`config.mk`:
```
export PLATFORM = sky130hd
export DESIGN_NAME = i2c_burst_writer
export DESIGN_NICKNAME = d
export VERILOG_FILES = /design/src/rtl/i2c_burst_writer.sv
export SDC_FILE = /design/constraint.sdc
export NUM_CORES = 1
export LEC_CHECK = 0
export CAP_MARGIN = 15
export CELL_PAD_IN_SITES_DETAIL_PLACEMENT = 1
export CELL_PAD_IN_SITES_GLOBAL_PLACEMENT = 2
export CORE_AREA = 10 10 125 93
export CTS_BUF_LIST = sky130_fd_sc_hd__clkbuf_4 sky130_fd_sc_hd__clkbuf_8
export DETAILED_ROUTE_END_ITERATION = 12
export DIE_AREA = 0 0 135 103
export HOLD_SLACK_MARGIN = 0.03
export PLACE_DENSITY_LB_ADDON = 0.1
export REMOVE_ABC_BUFFERS = 1
export SLEW_MARGIN = 20
export SYNTH_ARGS = -nofsm -noshare
export SYNTH_HDL_FRONTEND = slang
export SYNTH_SLANG_ARGS = --single-unit
```
`constraint.sdc`:
```
create_clock -name clk -period 2.3 [get_ports clk]
set_clock_uncertainty 0.05 [all_clocks]
set_input_delay 0.46 -clock clk [delete_from_list [all_inputs] [get_ports clk]]
set_output_delay 0.46 -clock clk [all_outputs]
set_load 0.02 [all_outputs]
```
`src/rtl/i2c_burst_writer.sv`:
```
// i2c_burst_writer: I2C master that writes address, register and data bytes in one burst, or waits a fixed delay
module i2c_burst_writer #(
    parameter int CLK_DIV      = 125,
    parameter int ADDR_BYTES   = 1,
    parameter int DATA_BYTES   = 1,
    parameter int DELAY_CYCLES = 10000
) (
    input  logic                    clk,
    input  logic                    reset,
    input  logic                    START,
    input  logic                    DELAY_REQ,
    input  logic [6:0]              SL_ADDR,
    input  logic [8*ADDR_BYTES-1:0] REG_ADDR,
    input  logic [8*DATA_BYTES-1:0] REG_DATA,
    input  logic                    SDAI,
    output logic                    SCL,
    output logic                    SDA,
    output logic                    BUSY,
    output logic                    DONE,
    output logic                    NACK
);
    localparam int N  = 1 + ADDR_BYTES + DATA_BYTES;
    localparam int FW = 8 * N;
    localparam int QW = CLK_DIV > 1 ? $clog2(CLK_DIV) : 1;
    localparam int DW = DELAY_CYCLES > 1 ? $clog2(DELAY_CYCLES) : 1;

    typedef enum logic [3:0] {
        IDLE, DELAY, START_A, START_B, BIT_Q0, BIT_Q1, BIT_Q2, BIT_Q3,
        STOP_A, STOP_B, STOP_C, FIN
    } state_t;

    state_t          state_q, state_d;
    logic [QW-1:0]   qcnt_q, qcnt_d;
    logic [DW-1:0]   dcnt_q, dcnt_d;
    logic [3:0]      bit_q, bit_d;
    logic [2:0]      byte_q, byte_d;
    logic [FW-1:0]   sh_q, sh_d;
    logic            nack_q, nack_d;
    logic            sda_q;
    logic            tick, dbit, last_byte, bus;

    assign tick      = qcnt_q == QW'(CLK_DIV - 1);
    assign last_byte = byte_q == 3'(N - 1);
    assign dbit      = bit_q == 4'd8 ? 1'b1 : sh_q[FW-1];
    assign bus       = state_q != IDLE && state_q != DELAY && state_q != FIN;
    assign NACK      = nack_q;

    // State, counters and shift register; sda_q remembers the last driven SDA so Q0 can hold it
    always_ff @(posedge clk) begin
        if (reset) begin
            state_q <= IDLE;
            qcnt_q  <= '0;
            dcnt_q  <= '0;
            bit_q   <= '0;
            byte_q  <= '0;
            sh_q    <= '0;
            nack_q  <= 1'b0;
            sda_q   <= 1'b1;
        end else begin
            state_q <= state_d;
            qcnt_q  <= qcnt_d;
            dcnt_q  <= dcnt_d;
            bit_q   <= bit_d;
            byte_q  <= byte_d;
            sh_q    <= sh_d;
            nack_q  <= nack_d;
            sda_q   <= SDA;
        end
    end

    // Next-state logic and bus levels; every bus state lasts one quarter tick
    always_comb begin
        state_d = state_q;
        qcnt_d  = bus ? (tick ? '0 : qcnt_q + 1'b1) : qcnt_q;
        dcnt_d  = dcnt_q;
        bit_d   = bit_q;
        byte_d  = byte_q;
        sh_d    = sh_q;
        nack_d  = nack_q;
        SCL     = 1'b1;
        SDA     = 1'b1;
        BUSY    = state_q != IDLE && state_q != FIN;
        DONE    = state_q == FIN;
        case (state_q)
            IDLE: if (START) begin
                state_d = DELAY_REQ ? DELAY : START_A;
                qcnt_d  = '0;
                dcnt_d  = '0;
                bit_d   = '0;
                byte_d  = '0;
                sh_d    = {SL_ADDR, 1'b0, REG_ADDR, REG_DATA};
                nack_d  = 1'b0;
            end
            DELAY: begin
                dcnt_d  = dcnt_q + 1'b1;
                state_d = dcnt_q == DW'(DELAY_CYCLES - 1) ? FIN : DELAY;
            end
            START_A: state_d = tick ? START_B : START_A;
            START_B: begin
                SDA     = 1'b0;
                state_d = tick ? BIT_Q0 : START_B;
            end
            BIT_Q0: begin
                SCL     = 1'b0;
                SDA     = sda_q;
                state_d = tick ? BIT_Q1 : BIT_Q0;
            end
            BIT_Q1: begin
                SCL     = 1'b0;
                SDA     = dbit;
                state_d = tick ? BIT_Q2 : BIT_Q1;
            end
            BIT_Q2: begin
                SDA     = dbit;
                state_d = tick ? BIT_Q3 : BIT_Q2;
                nack_d  = nack_q | (tick && bit_q == 4'd8 && SDAI);
            end
            BIT_Q3: begin
                SDA = dbit;
                if (tick) begin
                    if (bit_q == 4'd8) begin
                        bit_d   = '0;
                        byte_d  = byte_q + 1'b1;
                        state_d = nack_q || last_byte ? STOP_A : BIT_Q0;
                    end else begin
                        bit_d   = bit_q + 1'b1;
                        sh_d    = sh_q << 1;
                        state_d = BIT_Q0;
                    end
                end
            end
            STOP_A: begin
                SCL     = 1'b0;
                SDA     = 1'b0;
                state_d = tick ? STOP_B : STOP_A;
            end
            STOP_B: begin
                SDA     = 1'b0;
                state_d = tick ? STOP_C : STOP_B;
            end
            STOP_C:  state_d = tick ? FIN : STOP_C;
            FIN:     state_d = IDLE;
            default: state_d = IDLE;
        endcase
    end
endmodule

```
# Word-level counts from Yosys, hierarchy flattened
# Cells that the tools add are included.
# word_totals
out_inout_bits	5
in_bits	28
register_bits	58
word_cells	92
# op_classes
mux	38
reduce_logical	20
bitwise_logic	1
n_eq_ne	21
add_sub_neg	4
# ops
op	n
$mux 24	3
$pmux 24 s2	1
$pmux 4 s11	1
$mux 4	8
$mux 7	4
$pmux 14 s2	1
$eq 4x4->1 const B	5
$eq 4x3->1 const B	4
$add 14x1->14 const B	1
$eq 14x14->1 const B	1
$mux 14	1
$mux 3	4
$reduce_or 3->1	3
$eq 4x2->1 const B	2
$mux 1	8
$ne 2x2->1 const B	4
$pmux 4 s2	1
$reduce_and 4->1	2
$add 7x1->7 const B	1
$eq 7x7->1 const B	1
$mux 2	3
$pmux 3 s2	1
$reduce_and 2->1	3
$reduce_bool 2->1	3
other kinds (14)	18

# Depth between registers and ports, before layout
# depth
depth_word	6
mapped_depth	7
depth_no_buf	6

# Worst setup path after synthesis
# Ideal clock, no wire load.
# synth_path
kind	register to output
start	register bit_q[0]
end	output SDA
path_slack_ns	0.290
t_required_ns	1.790
n_path_buf	1
t_arrival_ns	1.500
stages_incl_launch_ff	7
cell_sequence	dfxtp_1 inv_1 ha_1 and3b_1 clkbuf_1 o32a_1 o22a_1
# synth_between
elab_chain_cells	3
# synth_lines
element	line_no	source
from (decl)	35	logic [3:0] bit_q, bit_d;
from (signal assigned)	63	bit_q <= bit_d;
$eq 4x4->1	44	assign dbit = bit_q == 4'd8 ? 1'b1 : sh_q[FW-1];
$mux 1	44	
$pmux 1 s3	84	case (state_q)
to (decl)	17	output logic SDA,
# Every way passes these cells.

# Worst setup path in the final report
# layout_path
start	register bit_q[1]
end	output SDA
# Same word-level chain as after synthesis.

==> flow_metrics.env <==
export IMPL_layout_cells_most_common_list="dfxtp_1, inv_1, buf_4"
export IMPL_fillers=1132
export IMPL_setup_ws_ps=42.8
export IMPL_hp_class="reg -> reg"
export IMPL_hold_buffers=0
export IMPL_synth_cells=371
export IMPL_synth_yosys_seq_area_share=0.356
export IMPL_core_rowCount=30
export IMPL_p_leak_uw=0.00139
export IMPL_antennaDiodeCount=0
export IMPL_status="completed"
export IMPL_die_x_um=135
export IMPL_htreeDepth=3
export IMPL_ir_drop_mv=0.199
export IMPL_die_h_um=103
export IMPL_fin_crit_sh=0.981
export IMPL_multi_input_area_sq_mm=0.00181
export IMPL_vias_per_cell=5.45
export IMPL_worstSetupStartpointType="register"
export IMPL_syn_to_final_growth_pct=21.1
export IMPL_synth_warnings=0
export IMPL_design_core_area_sq_mm=0.00935
export IMPL_drt_iter0_drc=108
export IMPL_routed_via_count=2952
export IMPL_place_area_sq_mm=0.00377
export IMPL_io_buffers=32
export IMPL_crit_fanout=2
export IMPL_drtAntennaViolNets=0
export IMPL_grt_overflow=0
export IMPL_synthFlopType="dfxtp_1"
export IMPL_crit_type="reg -> out"
export IMPL_period_needed_ps=2260
export IMPL_drive_above_1_share=0.193
export IMPL_path_clk_slew_ps=60
export IMPL_fmax_mhz=443
export IMPL_cts_sinks=58
export IMPL_die_area_sq_mm=0.0139
export IMPL_grt_pass1_vias=2932
export IMPL_wirelength_um=9410
export IMPL_end_kind="primary output"
export IMPL_clockBufferDepth=2
export IMPL_slew_violations=0
export IMPL_grt_max_degree=26
export IMPL_dr_pass1_iters=4
export IMPL_grt_pass1_wl_um=15100
export IMPL_initial_core_util=0.349
export IMPL_layout_nets=448
export IMPL_place_ws_ps=-117
export IMPL_syn_area_per_cell_sq_um=8.79
export IMPL_hpwl_um=6680
export IMPL_hold_viol_final=0
export IMPL_wl_per_cell_um=17.4
export IMPL_worst_slew_pin_slew_ps=829
export IMPL_cts_tree="done"
export IMPL_cp_required_ps=1790
export IMPL_syn_cell_area_sq_mm=0.00326
export IMPL_final_common_cell="dfxtp_1"
export IMPL_power_density_mw_per_mm2=589
export IMPL_synth_edf_count=0
export IMPL_cts_made_buffers=9
export IMPL_ys_ff_latch=58
export IMPL_io_pins=33
export IMPL_seqCellArea_sq_mm=0.00116
export IMPL_ff2ff_setup_slack_ps=150
export IMPL_clkLatencyLatePin_ps=350
export IMPL_grt_antenna_before_repair=0
export IMPL_clockRootBuffer="clkbuf_8"
export IMPL_slew_headroom=0.447
export IMPL_drv_cap=0
export IMPL_crit_arrival_ps=1750
export IMPL_async_reset_ff_frac=0
export IMPL_rsz0062_at_grt="true"
export IMPL_final_area_sq_mm=0.00395
export IMPL_gp_congestion=0.717
export IMPL_track_usage=0.135
export IMPL_drc_errors=0
export IMPL_setup_viol_count_final=0
export IMPL_synth_cell_type_count=69
report_power, final:
group,total [uW],internal (uW),switching [uW]
combinational,429,192,237
clock,795,406,389
sequential,1100,1060,37.9
total,2320,1660,664
sequential cells by signal (all words and copies together) (netlist names):
name     flops
NACK         1
sh_q        24
qcnt_q       7
state_q      4
sda_q        1
dcnt_q      14
bit_q        4
byte_q       3
cells by family (layout without fill, tap and decap cells):
kind of cell / after synthesis / count (layout) / synth area share
AOI/OAI and AO/OA: 122 / 123 / 0.308
and+or+nand+nor: 114 / 114 / 0.201
buffers and inverters: 66 / 108 / 0.0948
DFF: 58 / 58 / 0.356
adders and majority gates: 7 / 7 / 0.0269
muxes: 3 / 3 / 0.00998
xor gates and xnor gates: 1 / 1 / 0.00269
worst max-delay path, stage by stage (launching register included):
cell and delay, ps:
dfxtp_2 320, inv_1 40, ha_2 180, and3b_2 210, o32a_1 290, o22a_1 220
buf_6 140
metal layers:
layer | routed length (um) | vias to the layer above | share of wire | global-route usage
li1 | - | 1485 | - | -
met1 | 4630 | 1438 | 0.49 | 0.169
met2 | 4420 | 19 | 0.47 | 0.219
met3 | 235 | 10 | 0.025 | 0.0370
met4 | 123 | 0 | 0.013 | 0.0495
met5 | 0 | - | 0 | 0
synth_stat cells (8+ instances only):
cell	instances	area (sq um)
inv_1	34	128
o22ai_1	22	138
dfxtp_1	58	1160
nor3_1	9	45.0
o21ai_0	9	45.0
a21oi_1	19	95.1
nand3_1	19	95.1
a221oi_2	20	300
clkbuf_1	17	63.8
nor2_1	17	63.8
nand2_1	18	67.6
o211ai_1	8	60.1
final cells by class:
type                    count  area share
clock inverters             1     0.00127
well taps                 128      0.0406
flip-flops and latches     58       0.295
repair buffers             61       0.134
clock buffers              11      0.0368
inverters                  35      0.0333
multi-input cells         248       0.459
path summary, 6_finish.rpt:
path / end / from / cells past startpoint
setup / recovery: SDA / bit_q[1] / 6
hold / removal: sh_q[13] / sh_q[13] / 2
setup reg to reg: sh_q[1] / state_q[3] / 5
hold reg to reg: sh_q[13] / sh_q[13] / 2
timing repair:
item,in CTS,in global routing
buffers inserted,0,1
resized for setup,7,8
setup endpoints to repair,4,2
pin swaps,0,4
cloned,0,1
through the flow:
step | TNS (ps) | total power (uW) | hold WS [ps] | utilization | instances
floorplan | -3370 | 1370 | 384 | - | 340
global placement | -90.9 | 1540 | 400 | 0.403 | 528
detailed placement | -134 | 1550 | 405 | 0.403 | 528
CTS | -117 | 2360 | 414 | 0.418 | 540
global route | -32.8 | 2450 | 429 | 0.422 | 542
finish | 0 | 2320 | 412 | 0.422 | 542
Note: power is estimated with default switching activity, not from simulation.
